--- config.mk ---
export PLATFORM = sky130hd
export DESIGN_NAME = bitstream_load_ctrl
export DESIGN_NICKNAME = d
export VERILOG_FILES = /design/src/rtl/bitstream_load_pkg.sv /design/src/rtl/bitstream_load_ctrl_packer.sv /design/src/rtl/bitstream_load_ctrl.sv
export SDC_FILE = /design/constraint.sdc
export NUM_CORES = 1
export LEC_CHECK = 0
export BUFFER_PORTS_ARGS = -buffer_cell sky130_fd_sc_hd__buf_4
export CORE_MARGIN = 4
export CORE_UTILIZATION = 32
export CTS_CLUSTER_DIAMETER = 150
export DETAILED_ROUTE_END_ITERATION = 7
export SYNTH_ARGS = -nofsm -noshare
export SYNTH_HDL_FRONTEND = slang
export SYNTH_SLANG_ARGS = --single-unit
--- constraint.sdc ---
create_clock -name clk -period 3.6 [get_ports clk]
set_clock_uncertainty 0.15 [all_clocks]
set_input_delay 0.18 -clock clk [delete_from_list [all_inputs] [get_ports clk]]
set_output_delay 0.18 -clock clk [all_outputs]
set_load 0.05 [all_outputs]
--- src/rtl/bitstream_load_pkg.sv ---
// Shared constants for the bitstream loader: FSM encodings, default sync bytes,
// error codes and header geometry.
package bitstream_load_pkg;

    localparam logic [2:0] ST_IDLE  = 3'd0;
    localparam logic [2:0] ST_SYNC1 = 3'd1;
    localparam logic [2:0] ST_LEN   = 3'd2;
    localparam logic [2:0] ST_DATA  = 3'd3;
    localparam logic [2:0] ST_CSUM  = 3'd4;
    localparam logic [2:0] ST_DRAIN = 3'd5;
    localparam logic [2:0] ST_DONE  = 3'd6;
    localparam logic [2:0] ST_ERROR = 3'd7;

    localparam logic [7:0] DEF_SYNC0 = 8'hA5;
    localparam logic [7:0] DEF_SYNC1 = 8'h5A;

    localparam int LEN_BYTES = 3;

    typedef enum logic [2:0] {
        ERR_NONE     = 3'd0,
        ERR_TIMEOUT  = 3'd1,
        ERR_BAD_LEN  = 3'd2,
        ERR_OVERFLOW = 3'd3,
        ERR_CHECKSUM = 3'd4
    } err_code_e;

endpackage

--- src/rtl/bitstream_load_ctrl_packer.sv ---
// Packs payload bytes big-endian into 32-bit words and holds each word in an
// output register until the config writer accepts it.
module cfg_word_packer (
    input  logic        clk,
    input  logic        rst_n,
    input  logic        flush,
    input  logic [7:0]  byte_data,
    input  logic        byte_valid,
    input  logic        cfg_ready,
    output logic [31:0] cfg_data,
    output logic        cfg_valid,
    output logic        word_done,
    output logic        accept,
    output logic        overflow
);

    logic [23:0] pack_q;
    logic [1:0]  cnt_q;

    assign word_done = byte_valid && (cnt_q == 2'd3);
    assign accept    = cfg_valid && cfg_ready;
    // A finished word with the previous one still stalled has nowhere to go.
    assign overflow  = word_done && cfg_valid && !cfg_ready;

    always_ff @(posedge clk or negedge rst_n) begin
        if (!rst_n) begin
            pack_q    <= '0;
            cnt_q     <= '0;
            cfg_data  <= '0;
            cfg_valid <= 1'b0;
        end else if (flush) begin
            pack_q    <= '0;
            cnt_q     <= '0;
            cfg_data  <= '0;
            cfg_valid <= 1'b0;
        end else begin
            if (byte_valid) begin
                pack_q <= {pack_q[15:0], byte_data};
                cnt_q  <= cnt_q + 2'd1;
            end
            if (word_done && !overflow) begin
                cfg_data  <= {pack_q, byte_data};
                cfg_valid <= 1'b1;
            end else if (accept) begin
                cfg_valid <= 1'b0;
            end
        end
    end

endmodule

--- src/rtl/bitstream_load_ctrl.sv ---
// Bitstream download sequencer: sync hunt, length header, payload packing,
// checksum verification and sticky done/error status.
module bitstream_load_ctrl
    import bitstream_load_pkg::*;
#(
    parameter int         MAX_WORDS      = 25000,
    parameter int         TIMEOUT_CYCLES = 1000000,
    parameter logic [7:0] SYNC0          = DEF_SYNC0,
    parameter logic [7:0] SYNC1          = DEF_SYNC1
) (
    input  logic        clk,
    input  logic        rst_n,
    input  logic [7:0]  rx_data,
    input  logic        rx_valid,
    input  logic        clear,
    output logic [31:0] cfg_data,
    output logic        cfg_valid,
    input  logic        cfg_ready,
    output logic        busy,
    output logic        done,
    output logic        error,
    output logic [2:0]  err_code,
    output logic [23:0] word_count,
    output logic [2:0]  dbg_state
);

    localparam int TW = $clog2(TIMEOUT_CYCLES + 1);

    logic [2:0]  state_q, state_next;
    logic [1:0]  len_cnt_q;
    logic [23:0] len_q;
    logic [23:0] len_full;
    logic [23:0] words_packed_q;
    logic [7:0]  sum_q;
    logic [7:0]  csum_total;
    logic [TW-1:0] timer_q;
    err_code_e   err_q;
    err_code_e   err_val;
    logic        err_set;
    logic        timed;
    logic        timeout_hit;
    logic        data_byte;
    logic        flush;
    logic        word_done;
    logic        accept;
    logic        overflow;

    assign len_full   = {len_q[15:0], rx_data};
    assign csum_total = sum_q + rx_data;
    assign timed      = (state_q == ST_LEN) || (state_q == ST_DATA) || (state_q == ST_CSUM);
    // An arriving byte always beats timer expiry in the same cycle.
    assign timeout_hit = timed && !rx_valid && (timer_q == TW'(TIMEOUT_CYCLES - 1));
    assign data_byte   = rx_valid && !clear && (state_q == ST_DATA);
    assign flush       = clear || err_set || (state_q == ST_ERROR);

    cfg_word_packer u_packer (
        .clk       (clk),
        .rst_n     (rst_n),
        .flush     (flush),
        .byte_data (rx_data),
        .byte_valid(data_byte),
        .cfg_ready (cfg_ready),
        .cfg_data  (cfg_data),
        .cfg_valid (cfg_valid),
        .word_done (word_done),
        .accept    (accept),
        .overflow  (overflow)
    );

    always_comb begin
        state_next = state_q;
        err_set    = 1'b0;
        err_val    = ERR_NONE;
        case (state_q)
            ST_IDLE: begin
                if (rx_valid && rx_data == SYNC0) state_next = ST_SYNC1;
            end
            ST_SYNC1: begin
                if (rx_valid) begin
                    if (rx_data == SYNC1)      state_next = ST_LEN;
                    else if (rx_data != SYNC0) state_next = ST_IDLE;
                end
            end
            ST_LEN: begin
                if (rx_valid && len_cnt_q == 2'(LEN_BYTES - 1)) begin
                    if (len_full == '0 || len_full > 24'(MAX_WORDS)) begin
                        state_next = ST_ERROR;
                        err_set    = 1'b1;
                        err_val    = ERR_BAD_LEN;
                    end else begin
                        state_next = ST_DATA;
                    end
                end else if (timeout_hit) begin
                    state_next = ST_ERROR;
                    err_set    = 1'b1;
                    err_val    = ERR_TIMEOUT;
                end
            end
            ST_DATA: begin
                if (overflow) begin
                    state_next = ST_ERROR;
                    err_set    = 1'b1;
                    err_val    = ERR_OVERFLOW;
                end else if (word_done && words_packed_q == len_q - 24'd1) begin
                    state_next = ST_CSUM;
                end else if (timeout_hit) begin
                    state_next = ST_ERROR;
                    err_set    = 1'b1;
                    err_val    = ERR_TIMEOUT;
                end
            end
            ST_CSUM: begin
                if (rx_valid) begin
                    if (csum_total == 8'd0) begin
                        state_next = ST_DRAIN;
                    end else begin
                        state_next = ST_ERROR;
                        err_set    = 1'b1;
                        err_val    = ERR_CHECKSUM;
                    end
                end else if (timeout_hit) begin
                    state_next = ST_ERROR;
                    err_set    = 1'b1;
                    err_val    = ERR_TIMEOUT;
                end
            end
            ST_DRAIN: begin
                if (!cfg_valid || accept) state_next = ST_DONE;
            end
            default: ;
        endcase
        if (clear) begin
            state_next = ST_IDLE;
            err_set    = 1'b0;
        end
    end

    always_ff @(posedge clk or negedge rst_n) begin
        if (!rst_n) begin
            state_q        <= ST_IDLE;
            len_cnt_q      <= '0;
            len_q          <= '0;
            words_packed_q <= '0;
            sum_q          <= '0;
            timer_q        <= '0;
            err_q          <= ERR_NONE;
            word_count     <= '0;
        end else begin
            state_q <= state_next;
            if (rx_valid || (state_next != state_q) || !timed) timer_q <= '0;
            else                                                timer_q <= timer_q + TW'(1);
            if (clear) begin
                len_cnt_q      <= '0;
                len_q          <= '0;
                words_packed_q <= '0;
                sum_q          <= '0;
                err_q          <= ERR_NONE;
                word_count     <= '0;
            end else begin
                if (err_set) err_q <= err_val;
                if (accept)  word_count <= word_count + 24'd1;
                case (state_q)
                    ST_IDLE: begin
                        len_cnt_q      <= '0;
                        words_packed_q <= '0;
                        sum_q          <= '0;
                    end
                    ST_LEN: begin
                        if (rx_valid) begin
                            len_q     <= len_full;
                            len_cnt_q <= len_cnt_q + 2'd1;
                        end
                    end
                    ST_DATA: begin
                        if (rx_valid)  sum_q <= csum_total;
                        if (word_done) words_packed_q <= words_packed_q + 24'd1;
                    end
                    default: ;
                endcase
            end
        end
    end

    assign busy      = !((state_q == ST_IDLE) || (state_q == ST_DONE) || (state_q == ST_ERROR));
    assign done      = (state_q == ST_DONE);
    assign error     = (state_q == ST_ERROR);
    assign err_code  = err_q;
    assign dbg_state = state_q;

endmodule

# Word-level counts from Yosys, hierarchy flattened
# Cells that the tools add are included.
# op_classes
addsub	7
mux	57
n_lt_le_gt_ge	1
n_eq_ne	18
reduce_logical	45
# ops
op	count
24-bit two-way mux	9
32-bit two-way mux	2
3-bit two-way mux	17
24-bit by 1-bit adder with 24-bit output, second input constant	2
24-bit case mux with 2 select lines	1
24-bit equality test	1
24-bit by 15-bit > comparator with 1-bit output, second input constant	1
24-bit logical NOT	1
24-bit by 1-bit subtractor with 24-bit output, second input constant	1
20-bit by 1-bit adder with 20-bit output, second input constant	1
20-bit equality test, second input constant	1
20-bit two-way mux	1
3-bit case mux with 6 select lines	1
8-bit two-way mux	2
8-bit case mux with 2 select lines	1
2-bit two-way mux	7
1-bit two-way mux	13
3-bit equality test, second input constant	4
1-bit logical AND	12
2-bit nonzero test	6
1-bit logical OR	10
3-bit case mux with 3 select lines	1
3-bit nonzero test	3
8-bit adder	1
other kinds (16)	29
# word_totals
output_inout_bits	66
input_bits	13
ff_bits	167

# Logic depth before layout (Yosys ltp)
# logic_depth
depth_word	14
depth_mapped	12
depth_no_buf	9

# Hierarchy
# From an unflattened synthesis, not the netlist that was laid out.
# unflattened
hier_cells	1009
area_unflattened_um2	9674.3
# modules_own_cells
mod	n_inst	area_per_inst_um2	cells_each
bitstream_load_ctrl	1	6919.1	777
cfg_word_packer	1	2755.1	232

# Worst setup path after synthesis
# No wires, ideal clock.
# synth_path
path_kind	reg-to-reg
start	register sum_q[0]
end	register u_packer.pack_q[10]
arrival_time_ns	2.788
t_required_ns	3.377
synth_period_minus_slack_ns	3.011
path_buffers	2
path_slack_ns	0.589
stages_incl_launch_ff	12
cell_sequence	dfrtp_1 ha_1 fa_1 a211o_1 a21oi_1 o21ai_0 or4_1 o211ai_1 nand3_2 buf_6 buf_8 a21oi_2
# synth_between
elab_chain_cells	9
elab_cells_between_ends	10
classes_between	add/sub: 1; mux: 5; reduce/logical: 4
# synth_rtl
element	line_no	text
start: declaration	bitstream_load_ctrl.sv:34	logic [7:0] sum_q;
start signal: assignment	bitstream_load_ctrl.sv:175	if (rx_valid) sum_q <= csum_total;
8-bit adder (*)	bitstream_load_ctrl.sv:49	assign csum_total = sum_q + rx_data;
8-bit logical NOT (*)	bitstream_load_ctrl.sv:114	if (csum_total == 8'd0) begin
1-bit two-way mux (*)	bitstream_load_ctrl.sv:114	
1-bit two-way mux (*)	bitstream_load_ctrl.sv:113	if (rx_valid) begin
1-bit case mux with 3 select lines (*)	bitstream_load_ctrl.sv:74	case (state_q)
1-bit two-way mux (*)	bitstream_load_ctrl.sv:132	if (clear) begin
1-bit logical OR (*) (2 in series)	bitstream_load_ctrl.sv:54	assign flush = clear || err_set || (state_q == ST_ERROR);
24-bit two-way mux / 2-bit nonzero test (equally long branches)	-	
end signal: assignment	bitstream_load_ctrl_packer.sv:38	pack_q <= {pack_q[15:0], byte_data};
end: declaration	bitstream_load_ctrl_packer.sv:17	logic [23:0] pack_q;
# Every way passes the cells marked *; elsewhere a longest branch is shown, timed or not.
# A chain may end at the register's enable or synchronous reset.

# Final worst setup path
# layout_path
start	input port rx_data[0]
end	register u_packer.cfg_data[3]
# layout_between
elab_chain_cells	9
elab_cells_between_ends	15
classes_between	add/sub: 1; order compare: 1; mux: 7; reduce/logical: 6
# layout_rtl
element	line_no	text
start: declaration	bitstream_load_ctrl.sv:13	input logic [7:0] rx_data,
24-bit by 15-bit > comparator with 1-bit output, or another cell as far along	bitstream_load_ctrl.sv:86	if (len_full == '0 || len_full > 24'(MAX_WORDS)) begin
1-bit logical OR / 8-bit logical NOT (equally long branches)	bitstream_load_ctrl.sv:86, bitstream_load_ctrl.sv:114	
1-bit two-way mux (on tied branches)	bitstream_load_ctrl.sv:86, bitstream_load_ctrl.sv:114	
1-bit two-way mux (on tied branches)	bitstream_load_ctrl.sv:85, bitstream_load_ctrl.sv:113	
1-bit case mux with 3 select lines (*)	bitstream_load_ctrl.sv:74	
1-bit two-way mux (*)	bitstream_load_ctrl.sv:132	
1-bit logical OR (*) (2 in series)	bitstream_load_ctrl.sv:54	
32-bit two-way mux / 2-bit nonzero test (equally long branches)	-	
end signal: assignment	bitstream_load_ctrl_packer.sv:42	cfg_data <= {pack_q, byte_data};
end: declaration	bitstream_load_ctrl_packer.sv:10	output logic [31:0] cfg_data,
# Marked as above.

==> results.tsv <==
metric	value	unit
run_status	finished clean	
yosys.cell_types.count	67	
routed_wl	22860	um
cts.reportedPaths.clkPinSlew	70	ps
maximum_number_of_pins_on_one_net_before_global_route_repair	73	
syn_avg_cell_area	9.169	sq um
grt_setup_unrepaired	false	
detail_route.iter0.violations	503	
cts_tree	yes	
die_w	174.4	um
criticalPathCategory	input port to flop	
clockBufferDepth	2	
area_growth_syn_to_layout	19.83	%
io_pins	79	
max-slew-margin-rel	52.27	%
power.switching	0.9018	mW
worstPathCellList	dlygate4sd3_1 -> buf_4 -> ha_1 -> fa_1 -> a211o_1 -> a21oi_1 -> o21ai_0 -> or4_1 -> o211ai_1 -> nand3_2 -> buf_12 -> a21oi_1	
postSynth.topFlopCell	dfrtp_1	
comb_power_share	3.4	%
async_flop_share	100.0	%
gr-usage-all-layers	15.24	%
worst_path_largest_cell_delay	550	ps
worst-endpoint-required	3790	ps
cts.sinks	167	
syn_nets	994	
io_buffers	78	
clockRootBuffer	clkbuf_16	
power_frac_clock	49.0	%
worst-path-max-fanout	59	
dominant_combinational_cell_family_by_area_after_synthesis	simple AND/OR/NAND/NOR gates	
antenna_found_initial	0	
grt_pass1_wl	38560	um
synthesis.instances	966	
synth_enable_flop_cells	0	
power.sequential.fraction	47.6	%
final.setup.tns	0	ps
finalSetupViolations	0	
core-area	27100	sq um
routed_via_density	5.054	
internal-power	3.037	mW
synth_mux_area_share	1.370	%
power-per-cell-area	371.1	nW/um^2
layout.filler_cells	2726	
gp_congestion	0.8573	
synth-xor-area-share	9.196	%
highest_ir_drop_seen_on_vdd	0.2592	mV
maxCapViolations	0	
vias	7243	
synth_seq_area_share	47.18	%
timing.final.ws_setup	253.2	ps
synth-compound-area-share	13.24	%
post_cts_resize_count	0	
fraction_of_power_spent_switching_nets	22.90	%
max_clk_rate	298.8	MHz
clock_tree.htree_level_count	4	
fp-row-count	60	
post_cts.repair.setup_buffers	0	
period_share	92.97	%
tightestPinTransition	716.0	ps
post_route_cells_drive_above_1_share	16.87	%
synth_warnings	0	
detail_route.wl_per_cell	15.95	um
holdCritPathClass	input port to flop	
utilization	39.16	%
vias_in_the_first_global_route	7224	
worst-endpoint-arrival	3540	ps
number_of_flip_flops_and_latches_in_the_synthesized_netlist	167	
final_nets	1076	
synth_area_leaders	dfrtp_1, nand2_1, xor2_1	
slew_violations	0	
dpl.hpwl	15750	um
die-height	174.4	um
n_antenna_cell	0	
holdBufCountCts	11	
drc_errors	0	
synthAdderAreaFrac	2.204	%
antenna_violating_nets_post_route	0	
dieArea	30400	sq um
cts_made_buffers	17	
dp_worst_setup_slack	407.8	ps
critPathCaptureType	flop	
yosys.area.top_type_share	47.18	%
synthDominantAreaCellType	dfrtp_1	
synth_area	8857	sq um
clock_insertion_delay_worst_skew	420	ps
drt-pass1-iter-count	4	
post_route_minimum_period	3347	ps
overflow	0	
critical-path-slowest-cell	or4_1	
cellLeakagePower	4.550	nW
synthSimpleGateAreaFrac	23.49	%
crit_path_start_kind	input port	
crit_top_cell	a21oi_1	
finalHoldViolations	0	
starting_density_of_the_core	32.68	%
-- cells in the final DEF (no fill, tap or decap), drive strengths merged, types with 4 or more instances in the layout --
cell type,Yosys,layout
nor2b,5,5
and2,4,4
or3,16,16
nand4,22,22
ha,14,14
dlygate4sd3,0,11
buf,12,103
nor2,99,99
nand2,178,178
xor2,52,52
clkinvlp,0,4
o31ai,5,5
nor4,10,10
o211ai,4,4
nand3,32,32
nor3,18,18
dfrtp,167,167
or4,6,6
and4,6,6
xnor2,41,41
mux2i,11,11
nor3b,6,6
and3,12,12
o21ai,31,31
a21oi,86,86
clkbuf,39,20
or2,6,6
a41oi,4,4
inv,15,19
a22o,20,20
-- path summary, 6_finish.rpt --
kind                       depth (start not counted)  slack (ps)                   end        from
max                                               12         250  u_packer.cfg_data[3]  rx_data[0]
min                                                5         120          dbg_state[0]       clear
max reg2reg                                       10         350  u_packer.cfg_data[3]    sum_q[0]
min reg2reg                                        2         340              sum_q[0]    sum_q[0]
max in group asynchronous                          3        2310     words_packed_q[7]       rst_n
min in group asynchronous                          2         180             len_q[20]       rst_n
-- cell usage after synthesis (6+ instances only) --
cell and n:
a21oi_1 76, and4_1 6, a21oi_2 10, or2_2 6, nor4_1 7, xor2_1 52, ha_1 14, nor2_1 79
o21ai_0 31, xnor2_1 41, nand4_1 22, nor3_1 18, or3_1 16, nand2_1 178, and3_1 12, nand3_1 31
dfrtp_1 167, a22o_1 20, clkbuf_1 39, mux2i_1 11, nor2_2 20, buf_2 7, inv_1 15
-- cell type report --
class | instances | area (sq um) | area share (%)
inverter | 16 | 60.06 | 0.5658
tap | 372 | 465.4 | 4.385
multi-input combinational | 732 | 4384 | 41.31
clock inverter | 12 | 166.4 | 1.568
clock buffer | 20 | 446.7 | 4.208
sequential | 167 | 4179 | 39.37
timing repair buffer | 114 | 912.1 | 8.594
-- through the flow --
stage | instances | instance area (sq um) | total power [mW] | hold slack [ps]
floorplan | 966 | 8857 | 1.959 | -265.6
global placement | 1390 | 9891 | 2.038 | 107.5
detailed placement | 1390 | 9891 | 2.038 | 108.3
CTS | 1433 | 10610 | 3.981 | 113.3
global route | 1433 | 10610 | 4.087 | 166.3
finish | 1433 | 10610 | 3.939 | 117.9
-- power groups by stage --
stage	Sequential [mW]	Clock [mW]	Combinational, mW
4_1_cts	1.88	1.97	0.137
2_1_floorplan	1.91	0	0.0473
5_1_grt	1.87	2.06	0.150
3_5_place_dp	1.91	0	0.127
6_report	1.88	1.93	0.133
3_3_place_gp	1.91	0	0.127
-- cell families after synthesis --
| family | Yosys count |
|---|---|
| mux | 12 |
| buf+inv | 67 |
| fa+ha+maj | 15 |
| simple gates | 430 |
| compound gates | 182 |
| xor+xnor | 93 |
| flops | 167 |
-- state kept, by name, summed over array words and instances, names as in the netlist --
| signal | flops |
|---|---|
| u_packer.pack_q | 24 |
| u_packer.cnt_q | 2 |
| sum_q | 8 |
| timer_q | 20 |
| word_count | 24 |
| u_packer.cfg_valid | 1 |
| dbg_state | 3 |
| words_packed_q | 24 |
| u_packer.cfg_data | 32 |
| len_q | 24 |
| err_code | 3 |
| len_cnt_q | 2 |
-- layer usage --
metal | share of wire (%) | up-vias | global-route usage, %
li1 | - | 3516 | -
met1 | 48 | 3554 | 21.16
met2 | 47 | 158 | 24.66
met3 | 3.9 | 15 | 3.132
met4 | 0.81 | 0 | 3.398
met5 | 0 | - | 0
-- worst max-delay path: cells and delay by family --
kind                       cells  cell delay [ps]
adders and majority gates      2              660
buffers and inverters          3              920
AOI/OAI and AO/OA              5             1070
and+or+nand+nor                2              690
Power figures use the tool's default switching activity.
